--- config.mk ---
export PLATFORM = sky130hd
export DESIGN_NAME = fetch_pc_unit_flat
export DESIGN_NICKNAME = d
export VERILOG_FILES = /design/src/rtl/fetch_pc_unit_pkg.sv /design/src/rtl/fetch_pc_unit_if.sv /design/src/rtl/fetch_pc_unit_incr.sv /design/src/rtl/fetch_pc_unit.sv /design/src/flat_wrapper.sv
export SDC_FILE = /design/constraint.sdc
export NUM_CORES = 1
export LEC_CHECK = 0
export CAP_MARGIN = 20
export CELL_PAD_IN_SITES_DETAIL_PLACEMENT = 0
export CELL_PAD_IN_SITES_GLOBAL_PLACEMENT = 2
export CORE_MARGIN = 1
export CORE_UTILIZATION = 25
export DETAILED_ROUTE_END_ITERATION = 6
export HOLD_SLACK_MARGIN = 0.05
export PLACE_DENSITY_LB_ADDON = 0.1
export SYNTH_ARGS = -nofsm -noshare
export SYNTH_HDL_FRONTEND = slang
export SYNTH_SLANG_ARGS = --single-unit
--- constraint.sdc ---
create_clock -name clk -period 2.33 [get_ports clk]
set_input_delay 0.5825 -clock clk [delete_from_list [all_inputs] [get_ports clk]]
set_output_delay 0.5825 -clock clk [all_outputs]
set_load 0.005 [all_outputs]
--- src/rtl/fetch_pc_unit_pkg.sv ---
// Shared types and constants for the fetch PC sequencer: FSM encoding,
// word size and the address alignment helper.
package fetch_pc_unit_pkg;

  typedef enum logic [1:0] {
    ST_IDLE = 2'd0,
    ST_RUN  = 2'd1,
    ST_HALT = 2'd2
  } state_t;

  localparam logic [31:0] WORD_BYTES = 32'd4;
  localparam logic [1:0]  ALIGN_BITS = 2'b00;

  function automatic logic [0:31] align_adr(input logic [0:31] adr);
    return {adr[0:29], ALIGN_BITS};
  endfunction

endpackage

--- src/rtl/fetch_pc_unit_if.sv ---
// Fetch-side bus of the PC sequencer: pipeline control, redirect and the
// address handshake towards instruction memory.
interface fetch_pc_unit_if;

  logic        run;
  logic        redirectValid;
  logic [0:31] redirectAdr;
  logic        fetchReady;
  logic        fetchValid;
  logic [0:31] fetchAdr;
  logic [0:31] seqAdr;
  logic        wrapErr;
  logic [0:31] fetchCount;

  modport master (
    input  run, redirectValid, redirectAdr, fetchReady,
    output fetchValid, fetchAdr, seqAdr, wrapErr, fetchCount
  );

  modport slave (
    output run, redirectValid, redirectAdr, fetchReady,
    input  fetchValid, fetchAdr, seqAdr, wrapErr, fetchCount
  );

endinterface

--- src/rtl/fetch_pc_unit_incr.sv ---
// 32-bit incrementer shared across the codebase: s = a + 1, outC is the
// carry out of bit 0 (MSB).
module IncrementerUnit (
  input  logic [0:31] a,
  output logic [0:31] s,
  output logic        outC
);

  assign {outC, s} = {1'b0, a} + 33'd1;

endmodule

--- src/rtl/fetch_pc_unit.sv ---
// Instruction-fetch PC sequencer with redirect and accepted-fetch counter.
// Optional macro FETCH_WRAP_TRAP_EN: a wrapping accept traps into HALT.
module fetch_pc_unit
  import fetch_pc_unit_pkg::*;
#(
  parameter logic [0:31] RESET_ADR = 32'h0000_0000
) (
  input  logic             clk,
  input  logic             rst,
  fetch_pc_unit_if.master  bus
);

  state_t      r_state;
  logic [0:31] r_pc;
  logic [0:31] r_count;
  logic        w_fetch_valid;
  logic        w_accept;
  logic        w_wrap;
  logic [0:31] w_inc_a;
  logic [0:31] w_seq;
  state_t      w_run_or_idle;

  // Forcing the low bits to ones makes a +1 carry straight into the word index.
  assign w_inc_a = {r_pc[0:29], 2'(WORD_BYTES - 32'd1)};

  IncrementerUnit u_incr (
    .a    (w_inc_a),
    .s    (w_seq),
    .outC (w_wrap)
  );

  assign w_fetch_valid = (r_state == ST_RUN) && !bus.redirectValid;
  assign w_accept      = w_fetch_valid && bus.fetchReady;
  assign w_run_or_idle = bus.run ? ST_RUN : ST_IDLE;

  assign bus.fetchValid = w_fetch_valid;
  assign bus.fetchAdr   = r_pc;
  assign bus.seqAdr     = w_seq;
  assign bus.fetchCount = r_count;

`ifdef FETCH_WRAP_TRAP_EN
  logic r_wrap_err;

  assign bus.wrapErr = r_wrap_err;

  always_ff @(posedge clk) begin
    if (rst) begin
      r_state    <= ST_IDLE;
      r_pc       <= align_adr(RESET_ADR);
      r_count    <= 32'd0;
      r_wrap_err <= 1'b0;
    end else if (bus.redirectValid) begin
      r_pc       <= align_adr(bus.redirectAdr);
      r_wrap_err <= 1'b0;
      r_state    <= w_run_or_idle;
    end else if (w_accept) begin
      r_pc    <= w_seq;
      r_count <= r_count + 32'd1;
      if (w_wrap) begin
        r_wrap_err <= 1'b1;
        r_state    <= ST_HALT;
      end else begin
        r_state <= w_run_or_idle;
      end
    end else begin
      case (r_state)
        ST_IDLE: r_state <= w_run_or_idle;
        ST_RUN:  r_state <= ST_RUN;
        ST_HALT: r_state <= ST_HALT;
        default: r_state <= ST_IDLE;
      endcase
    end
  end
`else
  logic w_unused_wrap;

  assign w_unused_wrap = w_wrap;
  assign bus.wrapErr   = 1'b0;

  // Without the trap the carry is dropped and the PC simply wraps to zero.
  always_ff @(posedge clk) begin
    if (rst) begin
      r_state <= ST_IDLE;
      r_pc    <= align_adr(RESET_ADR);
      r_count <= 32'd0;
    end else if (bus.redirectValid) begin
      r_pc    <= align_adr(bus.redirectAdr);
      r_state <= w_run_or_idle;
    end else if (w_accept) begin
      r_pc    <= w_seq;
      r_count <= r_count + 32'd1;
      r_state <= w_run_or_idle;
    end else begin
      case (r_state)
        ST_IDLE: r_state <= w_run_or_idle;
        ST_RUN:  r_state <= ST_RUN;
        ST_HALT: r_state <= ST_HALT;
        default: r_state <= ST_IDLE;
      endcase
    end
  end
`endif

endmodule

--- src/flat_wrapper.sv ---
// flat-port wrapper written by rule: the top's interface ports become plain ports
module fetch_pc_unit_flat import fetch_pc_unit_pkg::*;
#(
  parameter logic [0:31] RESET_ADR = 32'h0000_0000
)
  (clk, rst, bus_run, bus_redirectValid, bus_redirectAdr, bus_fetchReady, bus_fetchValid, bus_fetchAdr, bus_seqAdr, bus_wrapErr, bus_fetchCount);
  fetch_pc_unit_if bus_i ();
  input  logic clk;
  input  logic rst;
  input wire logic [$bits(bus_i.run)-1:0] bus_run;
  input wire logic [$bits(bus_i.redirectValid)-1:0] bus_redirectValid;
  input wire logic [$bits(bus_i.redirectAdr)-1:0] bus_redirectAdr;
  input wire logic [$bits(bus_i.fetchReady)-1:0] bus_fetchReady;
  output wire logic [$bits(bus_i.fetchValid)-1:0] bus_fetchValid;
  output wire logic [$bits(bus_i.fetchAdr)-1:0] bus_fetchAdr;
  output wire logic [$bits(bus_i.seqAdr)-1:0] bus_seqAdr;
  output wire logic [$bits(bus_i.wrapErr)-1:0] bus_wrapErr;
  output wire logic [$bits(bus_i.fetchCount)-1:0] bus_fetchCount;
  assign bus_i.run = bus_run;
  assign bus_i.redirectValid = bus_redirectValid;
  assign bus_i.redirectAdr = bus_redirectAdr;
  assign bus_i.fetchReady = bus_fetchReady;
  assign bus_fetchValid = bus_i.fetchValid;
  assign bus_fetchAdr = bus_i.fetchAdr;
  assign bus_seqAdr = bus_i.seqAdr;
  assign bus_wrapErr = bus_i.wrapErr;
  assign bus_fetchCount = bus_i.fetchCount;
  fetch_pc_unit #(.RESET_ADR(RESET_ADR)) u_core (.clk(clk), .rst(rst), .bus(bus_i));
endmodule
==> results of run 1 <==
[cell usage in the layout, fill, tap and decap left out, types with 5 or more instances in the layout]
cell type / Yosys / layout
a21oi_1: 17 / 17
a222oi_1: 6 / 6
a22oi_1: 6 / 6
a31oi_1: 12 / 12
and2_1: 5 / 5
and3_1: 10 / 5
and3_4: 0 / 5
buf_2: 5 / 24
buf_4: 8 / 100
buf_6: 2 / 31
clkbuf_16: 0 / 9
clkdlybuf4s50_1: 0 / 98
conb_1: 1 / 5
dfxtp_1: 64 / 48
dfxtp_2: 0 / 14
inv_1: 9 / 9
nand2_1: 39 / 34
nand3_1: 18 / 12
nand3_4: 0 / 6
nand4_1: 22 / 22
nor2_1: 67 / 64
nor3_1: 12 / 9
nor3_4: 1 / 5
nor4_4: 2 / 6
o21ai_0: 19 / 19
o2bb2ai_1: 6 / 6
or3_1: 8 / 7
xnor2_1: 21 / 12
xnor2_2: 1 / 9
xor2_1: 36 / 34
[routing by layer]
layer,GRT usage,up-vias,share of wire
met1,0.2222,2051,0.44
met3,0.04253,13,0.052
met2,0.3215,109,0.50
li1,-,2139,-
met4,0.06456,0,0.014
met5,0,-,0
[state kept, by name (all words and copies together) (netlist names)]
| name | count |
|---|---|
| u_core.bus.fetchAdr | 30 |
| u_core.r_state | 2 |
| u_core.bus.fetchCount | 32 |
[area by class of cell]
type / count / area share
repair buffers: 259 / 0.3316
well taps: 184 / 0.03382
flip-flops and latches: 64 / 0.1919
inverters: 9 / 0.004963
multi-input cells: 364 / 0.3936
clock inverters: 3 / 0.005882
clock buffers: 13 / 0.03824
[repair_timing]
item                                    CTS  global route
endpoints found under the setup margin   27            26
resized for setup                       192            31
buffers inserted                         29            16
pin swaps                                40            36
[worst max path at each step]
stage                     cells past startpoint              to                     from
after floorplan                               6  bus_seqAdr[30]  u_core.bus.fetchAdr[15]
after global placement                        5  bus_seqAdr[25]  u_core.bus.fetchAdr[29]
after detailed placement                      5  bus_seqAdr[25]  u_core.bus.fetchAdr[29]
after CTS                                     6  bus_seqAdr[31]  u_core.bus.fetchAdr[29]
after global routing                          6  bus_seqAdr[31]  u_core.bus.fetchAdr[29]
final                                         6  bus_seqAdr[31]  u_core.bus.fetchAdr[20]
[kinds of logic after synthesis]
logic type / count (synthesis) / synth area share
AND/OR/NAND/NOR: 223 / 0.3252
AO/OA/AOI/OAI: 74 / 0.1256
flip-flops: 64 / 0.3394
XOR/XNOR: 58 / 0.1366
buffers and inverters: 46 / 0.05999
adder cells (fa/ha/maj): 2 / 0.006628
multiplexers: 2 / 0.005635
other: 1 / 0.0009934
[through the flow]
stage	instances	total power, mW
floorplan	474	1.345
global placement	840	1.632
detailed placement	840	1.632
CTS	884	3.058
global route	896	3.153
finish	896	3.023
[power groups by stage]
| stage | logic (mW) | registers (mW) | clock network, mW |
|---|---|---|---|
| floorplan | 0.154 | 1.19 | 0 |
| global placement | 0.460 | 1.17 | 0 |
| detailed placement | 0.459 | 1.17 | 0 |
| CTS | 0.467 | 1.16 | 1.44 |
| global route | 0.515 | 1.16 | 1.48 |
| finish | 0.473 | 1.16 | 1.39 |
==> results.toml, run 1 <==
[global_route]
grt_pass1_vias = 4466
grt_max_degree = 44
grt_overflow = 0
antenna_found_initial = 0
groute.usage.overall = 0.1848
grt_pass1_wl_um = 22770

[setup_path]
rr_endpoint = "u_core.bus.fetchAdr[9]"
crit_chain = "nand4_4, or3_4, buf_6, nor4_4, xor2_1, buf_2"
cp_max_fo = 4
slowest_stage = "or3_4"
cp_data_required_time_ns = 1.75
crit_buf_inv = 2
crit_path_end_kind = "output pin"
critPathLaunchType = "flop"
rr_worst_depth = 10
cp_top_family = "simple AND/OR/NAND/NOR gates"
max_stage_delay_ns = 0.44
reg2reg_from = "u_core.bus.fetchAdr[20]"
arrival_ns = 1.96
reg2reg_slack_ns = 0.41
crit_type = "reg -> out"

[drt]
drc = 12
drt_first_pass_iters = 6
vias = 4312
routed_via_density = 4.813
drt_first_iter_violations = 244
finalWirelength_um = 13840
antenna_left = 0
wl_per_cell_um = 15.45

[final_layout]
fillCellCount = 1448
fin_nets = 746
num_antenna_cells = 0
regArea_mm2 = 0.001306
drive_above_1_share = 0.3497
fin_util = 0.4648
design_area_mm2 = 0.006807
multiInputGateArea_mm2 = 0.002679
area_growth_pct = 80.31

[timing]
finalCritPeriodShare = 1.092
setup_viol = 20
clock_skew_ns = 0.008188
fin_hold_ws_ns = 0.5068
tns_ns = -1.534
fmax_mhz = 392.9
rsz0062_at_grt = "yes"
min_period_ns = 2.545
hold_violations = 0
setup_ws_ns = -0.2153
slew_viol_final = 0

[die]
core-area_mm2 = 0.01464
io_pins = 135
fp-row-count = 44
die_x_um = 124.9
dieArea_mm2 = 0.01560
die_height_um = 124.9
start_util = 0.2578

[clock_network]
cts_hold_buf = 0
clockRootBuffer = "clkbuf_16"
clk_latency_ns = 0.34
cts_buffer_depth = 2
cts_tree = "built"
clkTransAtPathRegs_ns = 0.06
cts_made_buffers = 9
numClockSinks = 64
h-tree-depth = 3

[outcome]
violations = "design-rule violations, negative setup slack"
outcome = "finished, violations left"

[placement]
gp_routability_congestion = 0.7851
pre_cts_slack_ns = -0.3910
post_dp_cell_area_mm2 = 0.005802
hpwl_um = 9878
port_buffers = 127

[power_and_ir_drop]
p_switching_uw = 745.2
intPower_mw = 2.277
p_sw_frac = 0.2466
comb_power_share = 0.157
vdd_drop_max_uv = 323.7
p_clk_frac = 0.461
power_leakage_nw = 2.945
sequentialPowerShare = 0.383
p_per_area_mw_per_mm2 = 444.1

[synth]
syn_inst = 470
synth_flop_cell = "dfxtp_1"
synth_area_mm2 = 0.003775
ys_top_cells_by_count = "67 x nor2_1, 64 x dfxtp_1, 39 x nand2_1"
ys_types = 53
synth_edf_count = 0
avgSynthCellArea_um2 = 8.032
netlist_top_cells_area = "dfxtp_1 34%, xor2_1 8.4%, nor2_1 6.7%, xnor2_1 4.9%, nand2_1 3.9%"
ys_seq_elements = 64
ys_warn_count = 0
yosysMostFrequentCell = "nor2_1"
netlist.area_leader.share = 0.3394
synth_top_area_cell = "dfxtp_1"
ys_seq_area_frac = 0.3394
async_flop_share = 0

[worst_hold_path]
hold_path_class = "reg -> reg"
min-delay-start = "u_core.r_state[0]"
whs_path_depth = 1
min_to = "u_core.r_state[1]"

[flow_run]
cap_violations = 0
Power figures use the tool's default switching activity.
==> run 2, diff against run 1 <==
==> constraint.sdc (replaced) <==
create_clock -name clk -period 2.33 [get_ports clk]
set_input_delay 0.233 -clock clk [delete_from_list [all_inputs] [get_ports clk]]
set_output_delay 0.233 -clock clk [all_outputs]
set_load 0.005 [all_outputs]
==> run 2 against run 1 <==
Net effect: the flow finishes with violations (design-rule violations); worst hold slack got worse by 0.17 ns; clock-buffer cell count decreased by 2; setup slack improved by 0.28 ns; non-clock buffer count decreased by 44; critical path type unchanged; critical endpoint is now bus_seqAdr[27]; largest cell class unchanged.
==> results.toml, run 2 (synthesis gave the netlist of run 1 again) <==
[outcome]
outcome = "finished, violations left"
violations = "design-rule violations"

[final_layout]
drive_above_1_share = 0.2294
layout_commonest_cell = "clkdlybuf4s50_1"
fillCellCount = 1466
area_growth_pct = 64.37
stdcell_count = 851
num_antenna_cells = 0
design_area_mm2 = 0.006205
largest_reg_flops = 32
fin_nets = 702
layout.cells.most_common_list = "103 x clkdlybuf4s50_1, 81 x buf_4, 65 x nor2_1"

[setup_path]
critPathLaunchType = "flop"
crit_type = "reg -> out"
cp_max_fo = 4
crit_path_end_kind = "output pin"
cp_data_required_time_ns = 2.10
arrival_ns = 2.03

[placement]
dpl.cell_count = 818
post_dp_cell_area_mm2 = 0.005649
hpwl_um = 9607
gp_routability_congestion = 0.7791
port_buffers = 127

[drt]
drt_first_pass_iters = 7
routed_via_density = 4.867
antenna_left = 0
vias = 4142
wl_per_cell_um = 15.71
drc = 12
finalWirelength_um = 13370
drt_first_iter_violations = 262

[power_and_ir_drop]
power_leakage_nw = 2.546
vdd_drop_max_uv = 348.6
p_per_area_mw_per_mm2 = 452.4

[timing]
rsz0062_at_grt = "yes"
fmax_mhz = 441.1
slew_viol_final = 0
min_period_ns = 2.267
hold_violations = 0
finalCritPeriodShare = 0.9731
clock_skew_ns = 0.006515
setup_viol = 0

[clock_network]
h-tree-depth = 3
clockRootBuffer = "clkbuf_16"
numClockSinks = 64
clk_latency_ns = 0.34
clkTransAtPathRegs_ns = 0.05
cts_buffer_depth = 2
cts_made_buffers = 9
cts_tree = "built"

[global_route]
grt_max_degree = 46
grt_overflow = 0
grt_pass1_vias = 4217
antenna_found_initial = 0
grt_pass1_wl_um = 21960
groute.usage.overall = 0.1791

[die]
die_x_um = 124.9
fp-row-count = 44
start_util = 0.2578
dieArea_mm2 = 0.01560
io_pins = 135
die_height_um = 124.9
core-area_mm2 = 0.01464

[worst_hold_path]
hold_path_class = "in -> reg"

[flow_run]
cap_violations = 0
==> run 2: changes by cell type in the layout (fill, tap and decap cells not counted), moves of 9 or more <==
cell / before / now
buf_2: 24 / 2
buf_6: 31 / 5
dfxtp_1: 48 / 57
dfxtp_2: 14 / 5
buf_4: 100 / 81
dlygate4sd2_1: 1 / 16
==> run 2: metal layers <==
metal / vias up / GRT usage / wire length (um)
li1: 2062 / - / -
met3: 14 / 0.06014 / 843
met4: 0 / 0.05165 / 200
met5: - / 0 / 0
met1: 1956 / 0.2120 / 5733
met2: 110 / 0.3060 / 6596
==> run 2: critical path, stage by stage, from the launching register on <==
cell,delay (ns)
dfxtp_4,0.38
and4_4,0.24
nand4_1,0.20
buf_4,0.21
nor4_2,0.19
xor2_1,0.22
dlygate4sd2_1,0.26
==> run 2: metrics by stage <==
| stage | hold WS (ns) | power (mW) | util | setup TNS [ns] | setup slack (ns) |
|---|---|---|---|---|---|
| 3_5_place_dp | 0.5042 | 1.620 | 0.3858 | -0.08634 | -0.07923 |
| 5_1_grt | 0.3616 | 2.948 | 0.4237 | -0.1636 | -0.04157 |
| 3_3_place_gp | 0.4742 | 1.620 | 0.3858 | 0 | 0.02856 |
| 4_1_cts | 0.3369 | 2.853 | 0.4170 | -0.1199 | -0.1199 |
| 2_1_floorplan | 0.3757 | 1.345 | - | 0 | 0.3588 |
| 6_report | 0.3395 | 2.807 | 0.4237 | 0 | 0.06277 |
==> run 2: repair_timing <==
item	4_1_cts	5_1_grt
resized for setup	60	17
pin swaps	20	10
setup endpoints to repair	24	11
setup buffers	11	7
hold buffers	0	0
==> run 2: path summary, 6_finish.rpt <==
check / from / endpoint / slack [ns] / cells after the start
setup / recovery: u_core.bus.fetchAdr[28] / bus_seqAdr[27] / 0.06 / 6
hold / removal: rst / u_core.bus.fetchAdr[23] / 0.34 / 2
setup reg to reg: u_core.bus.fetchAdr[20] / u_core.bus.fetchAdr[10] / 0.36 / 7
hold reg to reg: u_core.r_state[0] / u_core.r_state[1] / 0.52 / 1
==> run 2: final cells by class <==
type                       instances  area [um2]  area share
multi-input combinational        364        2447      0.3944
timing repair buffer             215        1943      0.3132
sequential                        64        1295      0.2087
clock buffer                      11       232.7     0.03751
tap                              184       230.2     0.03710
inverter                           9       33.78    0.005445
clock inverter                     4       22.52    0.003630
==> run 2: report_power, final <==
group          switching (mW)  internal [mW]
registers              0.0270           1.13
clock network           0.500          0.708
logic                   0.193          0.250
